## config.mk

```make
export PLATFORM = sky130hd
export DESIGN_NAME = mac_operand_loader
export DESIGN_NICKNAME = d
export VERILOG_FILES = /design/src/rtl/mac_operand_loader.sv
export SDC_FILE = /design/constraint.sdc
export NUM_CORES = 1
export LEC_CHECK = 0
export ABC_AREA = 1
export CORE_MARGIN = 1.5
export CORE_UTILIZATION = 35
export DETAILED_ROUTE_END_ITERATION = 12
export PLACE_DENSITY = 0.65
export RECOVER_POWER = 50
export SKIP_CTS_REPAIR_TIMING = 1
export SYNTH_ARGS = -nofsm -noshare
export SYNTH_HDL_FRONTEND = slang
export SYNTH_SLANG_ARGS = --single-unit
```

## constraint.sdc

```tcl
create_clock -name clk_i -period 1.9 [get_ports clk_i]
set_clock_uncertainty 0.15 [all_clocks]
set_input_delay 0.38 -clock clk_i [delete_from_list [all_inputs] [get_ports clk_i]]
set_output_delay 0.38 -clock clk_i [all_outputs]
set_load 0.01 [all_outputs]
```

## src/rtl/mac_operand_loader.sv

```systemverilog
// Stream-to-matrix operand loader for the MAC: collects A, B and optionally C from a
// 32-bit word stream, then presents the complete operand set under a valid/ready handshake.
module mac_operand_loader #(
    parameter int unsigned M = 2,
    parameter int unsigned N = 2,
    parameter int unsigned K = 2,
    parameter int unsigned P = 8
) (
    input  logic                clk_i,
    input  logic                rst_ni,
    input  logic [31:0]         s_data_i,
    input  logic                s_valid_i,
    output logic                s_ready_o,
    input  logic                s_last_i,
    input  logic                zero_c_i,
    output logic [M*K*P-1:0]    A_o,
    output logic [K*N*P-1:0]    B_o,
    output logic [M*N*32-1:0]   C_o,
    output logic                valid_o,
    input  logic                ready_i,
    output logic                err_o,
    output logic                busy_o
);

    localparam int unsigned SizeA   = M * K;
    localparam int unsigned SizeB   = K * N;
    localparam int unsigned SizeC   = M * N;
    localparam int unsigned MaxAB   = (SizeA > SizeB) ? SizeA : SizeB;
    localparam int unsigned MaxSize = (MaxAB > SizeC) ? MaxAB : SizeC;
    localparam int unsigned IdxW    = (MaxSize > 1) ? $clog2(MaxSize) : 1;

    localparam logic [IdxW-1:0] LastA = IdxW'(SizeA - 1);
    localparam logic [IdxW-1:0] LastB = IdxW'(SizeB - 1);
    localparam logic [IdxW-1:0] LastC = IdxW'(SizeC - 1);

    typedef enum logic [1:0] {StLoadA, StLoadB, StLoadC, StPresent} state_e;

    state_e                     state_q, state_d;
    logic [IdxW-1:0]            idx_q, idx_d;
    logic                       zflag_q;
    logic                       err_q;
    logic [SizeA-1:0][P-1:0]    a_q;
    logic [SizeB-1:0][P-1:0]    b_q;
    logic [SizeC-1:0][31:0]     c_q;

    logic accept;
    logic phase_done;
    logic final_beat;
    logic clear_c;

    assign s_ready_o = rst_ni && (state_q != StPresent);
    assign accept    = s_valid_i && s_ready_o;
    assign valid_o   = (state_q == StPresent);
    assign busy_o    = (state_q != StLoadA) || (idx_q != '0);
    assign err_o     = err_q;
    assign A_o       = a_q;
    assign B_o       = b_q;
    assign C_o       = c_q;

    always_comb begin
        state_d    = state_q;
        idx_d      = idx_q;
        phase_done = 1'b0;
        final_beat = 1'b0;
        clear_c    = 1'b0;
        unique case (state_q)
            StLoadA: begin
                phase_done = (idx_q == LastA);
                if (accept && phase_done) state_d = StLoadB;
            end
            StLoadB: begin
                phase_done = (idx_q == LastB);
                final_beat = phase_done && zflag_q;
                // Zero-C frames end here: C is cleared on the same edge that enters PRESENT.
                clear_c    = accept && final_beat;
                if (accept && phase_done) state_d = zflag_q ? StPresent : StLoadC;
            end
            StLoadC: begin
                phase_done = (idx_q == LastC);
                final_beat = phase_done;
                if (accept && phase_done) state_d = StPresent;
            end
            StPresent: begin
                if (ready_i) begin
                    state_d = StLoadA;
                    idx_d   = '0;
                end
            end
            default: state_d = StLoadA;
        endcase
        if (accept) idx_d = phase_done ? '0 : idx_q + IdxW'(1);
    end

    always_ff @(posedge clk_i) begin
        if (!rst_ni) begin
            state_q <= StLoadA;
            idx_q   <= '0;
            zflag_q <= 1'b0;
            err_q   <= 1'b0;
            a_q     <= '0;
            b_q     <= '0;
            c_q     <= '0;
        end else begin
            state_q <= state_d;
            idx_q   <= idx_d;
            if (accept && (state_q == StLoadA) && (idx_q == '0)) zflag_q <= zero_c_i;
            if (accept && (s_last_i != final_beat)) err_q <= 1'b1;
            for (int i = 0; i < SizeA; i++) begin
                if (accept && (state_q == StLoadA) && (idx_q == IdxW'(i))) begin
                    a_q[i] <= s_data_i[P-1:0];
                end
            end
            for (int i = 0; i < SizeB; i++) begin
                if (accept && (state_q == StLoadB) && (idx_q == IdxW'(i))) begin
                    b_q[i] <= s_data_i[P-1:0];
                end
            end
            for (int i = 0; i < SizeC; i++) begin
                if (accept && (state_q == StLoadC) && (idx_q == IdxW'(i))) begin
                    c_q[i] <= s_data_i;
                end
            end
            if (clear_c) c_q <= '0;
        end
    end

endmodule

```

# Yosys cells after proc, flatten, opt, wreduce, memory -nomap -nowiden

Index checks and enable logic that the tools add are counted.
Widths: inputs -> output; s select.

Bits in registers: 198
Output and inout bits: 196
Logic and storage cells: 74

$add $sub $neg: 1
Equality and inequality tests: 12
Mux-type cells: 12
Bitwise operators: 1
Reductions and logical operators: 32

Operators by type and width:

| kind                | count |
|---|---|
| $logic_and 1x1->1   | 21 |
| $mux 2              | 7 |
| $eq 2x2->1 const B  | 4 |
| $ne 2x2->1 const B  | 4 |
| $pmux 2 s4          | 1 |
| $reduce_bool 2->1   | 4 |
| $eq 2x1->1 const B  | 2 |
| $logic_not 2->1     | 2 |
| $reduce_and 4->1    | 1 |
| $mux 1              | 3 |
| $reduce_or 3->1     | 1 |
| $add 2x1->2 const B | 1 |
| $ne 2x1->1 const B  | 1 |
| $pmux 1 s2          | 1 |
| $reduce_and 2->1    | 1 |
| $reduce_or 2->1     | 1 |
| $logic_or 1x1->1    | 1 |
| $ne 1x1->1          | 1 |
| $not 1->1           | 1 |

# Longest topological paths before layout

Depth in word-level cells: 6
Depth in mapped cells: 9
Mapped depth without buffers: 8

# Least setup slack after synthesis

No wires, ideal clock.

Kind: register to register
Start: register state_q[0]
End: register c_q (netlist bit C_o[101])
Data arrival time: 1572 ps
Data required time: 1686 ps
Path slack: 115 ps
Stages on the path, launching flop included: 10
Path through: dfxtp_1 -> ha_1 -> inv_2 -> nand3_2 -> inv_2 -> a21oi_1 -> buf_2 -> buf_2 -> nand2_1 -> nor2_1

Word-level cells in the longest chain between the ends: 6
Elaborated cells on any way between the ends: 10

RTL lines:

| item                             | line | source |
|---|---|---|
| from (decl)                      | 38   | `state_e state_q, state_d;` |
| from (signal assigned)           | 96   | `state_q <= StLoadA;` |
| from (signal assigned)           | 104  | `state_q <= state_d;` |
| $ne 2x2->1                       | 51   | `assign s_ready_o = rst_ni && (state_q != StPresent);` |
| $logic_and 1x1->1                | 51   |  |
| $logic_and 1x1->1                | 52   | `assign accept = s_valid_i && s_ready_o;` |
| $logic_and 1x1->1                | 75   | `clear_c = accept && final_beat;` |
| $mux 1                           | 66   | `unique case (state_q)` |
| $reduce_or 2->1 (no source line) | n/a  |  |
| to (signal, indexed assignment)  | 120  | `c_q[i] <= s_data_i;` |
| to (decl)                        | 44   | `logic [SizeC-1:0][31:0] c_q;` |

Parallel ways exist; a longest one is shown, timed or not.
A chain may end at the register's enable or synchronous reset.

# Worst setup path after layout

Start: register state_q[0]
End: register b_q (netlist bit B_o[18])

Word-level cells in the longest chain between the ends: 5
Elaborated cells on any way between the ends: 6

RTL lines:

| item                              | line | source |
|---|---|---|
| $ne 2x2->1                        | 51   |  |
| $logic_and 1x1->1                 | 51   |  |
| $logic_and 1x1->1                 | 52   |  |
| $logic_and 1x1->1 * (2 in series) | 114  | `if (accept && (state_q == StLoadB) && (idx_q == IdxW'(i))) begin` |
| to (signal, indexed assignment)   | 115  | `b_q[i] <= s_data_i[P-1:0];` |
| to (decl)                         | 43   | `logic [SizeB-1:0][P-1:0] b_q;` |

Every way passes the cells marked *; elsewhere a longest branch is shown, timed or not.

==> metrics.txt <==
crit path capture type=flop; Die ar.=22600 sq um; initial core utilization=between 30% and 40%; critical path launch point type=flop; Antenna Cells=0; Area Overhead vs Synth=51.1%; GRT Total Usage=between 10% and 20%; clk slew on worst S/H paths=0.08 ns; final net count=roughly 1400; initial antenna violation count=0; DRC Markers=0; First-pass DRT Iterations=4; cts bufs inserted=17; Data required, critical path=roughly 2.1 ns; status=completed; RSZ-0062 raised after global routing=true; Sum Neg Setup Slack=0 ns; Buffers on Ports=233; period utilization=98.7%; area of the multi-input gates=about 3200 sq um; Slew headroom=approximately two thirds; clock sink count=198; Lkg Pwr=~4.7 nW; Final Hold Fails=0; Hold WC Path Type=input pin to flop; final antenna-violating net count=0; WL final=between 20000 and 25000 microns; Synth Register Bits=just under 200; post-synthesis net count=roughly 1100; largest net degree at the start of global routing=about 60; Synth top area share=52.2%; grt total ovfl=0; DPL Wire Length=15900 microns; fraction of layout cells with a size suffix above 1=9.54%; vias per std cell=approximately 4.5; # rows=between 50 and 60; Slew Viols, Final=0; met2 wire length=~12000 microns; storage element area=3970 sq um; Root Driver=clkbuf_16; via count=roughly 7300; Max Used Layer=met4; cells after synthesis=between 1000 and 1500; Synth area leader=dfxtp_1; Avg Inst Size Synth=roughly 7 sq um; max-cap viol count=0; sequential-to-total area share from yosys stat=a little over half; I/O pins=234; CTS tree=done; Die Y=150 microns; synth top area cells=dfxtp_1, nor2_1, nand2_1; Max Freq=between 500 and 600 MHz; P per Cell Area=around 750 nW/um^2; count of cell types in the netlist=20; WS Path Type=flop to flop; total core area=~21000 sq um; Layout fillers=2053; placed cells=approximately 1600; Synth Warn #=0; Non-Filler Instances=about 1600; Final Setup Violations=0; transition time of the tightest slew-check pin=0.471 ns; chip width=between 150 and 200 microns; first-pass GRT wire length=33600 microns; post-route minimum period=between 1.5 and 2 ns; Wirelength per Cell=~15 microns; Longest Clk Path Bufs=2; vias in the first global route=6434; worst vdd ir=between 500 and 600 uV; CP max FO=9; synthesized area=7590 sq um; DR iter-0 viols=approximately 390; arrival time worst endpoint=~2.1 ns; met1 WL=around 11000 microns; Final Wtd Congestion=just over 0.8; clock latency on the worst-skew pair=~0.43 ns; CTS H-tree depth=4; met3 WL post-DR=1150 microns
[path summary, 6_finish.rpt]
kind,start,endpoint,slack (ns),cells past startpoint
setup reg to reg,state_q[0]$_SDFFE_PN0P_,B_o[18]$_SDFFE_PN0P_,0.03,8
hold / removal,rst_ni,A_o[5]$_SDFFE_PN0P_,0.25,4
hold reg to reg,err_o$_SDFFE_PN0P_,err_o$_SDFFE_PN0P_,0.33,2
setup / recovery,state_q[0]$_SDFFE_PN0P_,B_o[18]$_SDFFE_PN0P_,0.03,8
[state kept, by name, indices dropped and copies added, names as in the netlist]
register,flops
zflag_q,1
C_o,128
state_q,2
err_o,1
idx_q,2
A_o,32
B_o,32
[routing by layer]
| layer | vias to the layer above | global-route usage, % |
|---|---|---|
| met5 | - | 0 |
| met4 | 0 | 8.73 |
| met3 | 36 | 4.30 |
| met2 | 192 | 31.9 |
| met1 | 3319 | 23.8 |
| li1 | 3773 | - |
[cell type report]
| type | count | share of cell area [%] |
|---|---|---|
| Timing Repair Buffer | 307 | 27.5 |
| Inverter | 58 | 1.90 |
| Sequential cell | 198 | 34.6 |
| Clock buffer | 18 | 3.74 |
| Clock inverter | 14 | 1.66 |
| Multi-Input combinational cell | 757 | 27.6 |
| Tap cell | 275 | 3.00 |
[stage by stage]
| stage | area [sq um] | util (%) | hold WS, ns | power (mW) | setup slack [ns] |
|---|---|---|---|---|---|
| 3_5_place_dp | 10600 | 50.1 | 0.309 | 4.86 | -0.211 |
| 6_report | 11500 | 54.2 | 0.246 | 8.60 | 0.0255 |
| 3_3_place_gp | 10600 | 50.1 | 0.311 | 4.86 | -0.158 |
| 4_1_cts | 11200 | 53.1 | 0.219 | 8.61 | -0.456 |
| 2_1_floorplan | 7590 | - | 0.322 | 4.56 | 0.115 |
| 5_1_grt | 11500 | 54.2 | 0.240 | 8.92 | -0.0543 |
[power breakdown]
group / switching, mW / internal [mW] / total (mW)
Sequential: 0.0224 / 4.18 / 4.20
Clock: 1.75 / 2.01 / 3.76
Combinational: 0.339 / 0.298 / 0.637
Total: 2.11 / 6.49 / 8.60
[cell usage in the layout (no fill, tap or decap), types with 3 or more instances in the layout]
cell type,instances
clkdlybuf4s25_1,48
buf_12,21
clkbuf_1,44
inv_1,50
nand3_1,7
buf_6,5
o21ai_0,64
buf_4,29
clkbuf_16,31
nor2_8,3
clkdlybuf4s50_1,139
clkinv_8,3
ha_1,7
dfxtp_1,196
nor2_1,373
inv_2,8
nand2_1,274
a21oi_1,13
inv_6,4
[critical path, cell delays in order (launching register included)]
cell,delay [ns]
dfxtp_4,0.38
buf_4,0.12
ha_1,0.19
inv_1,0.10
nor2_1,0.23
nand2_1,0.23
inv_2,0.19
nor2_1,0.08
nor2_1,0.13
[Yosys cell counts (all sizes together)]
cell type / count
a21oi: 14
buf: 39
clkbuf: 7
dfxtp: 198
ha: 9
inv: 58
nand2: 276
nand3: 9
nand4: 1
nor2: 380
nor3: 1
o211ai: 1
o21ai: 66
[kinds of logic after synthesis]
| kind of cell | share of synthesized area [%] |
|---|---|
| AND/OR/NAND/NOR | 34.4 |
| flip-flops | 52.2 |
| buffers and inverters | 6.58 |
| AO/OA/AOI/OAI | 5.37 |
| adder cells (fa/ha/maj) | 1.48 |
Note: power is estimated with default switching activity, not from simulation.
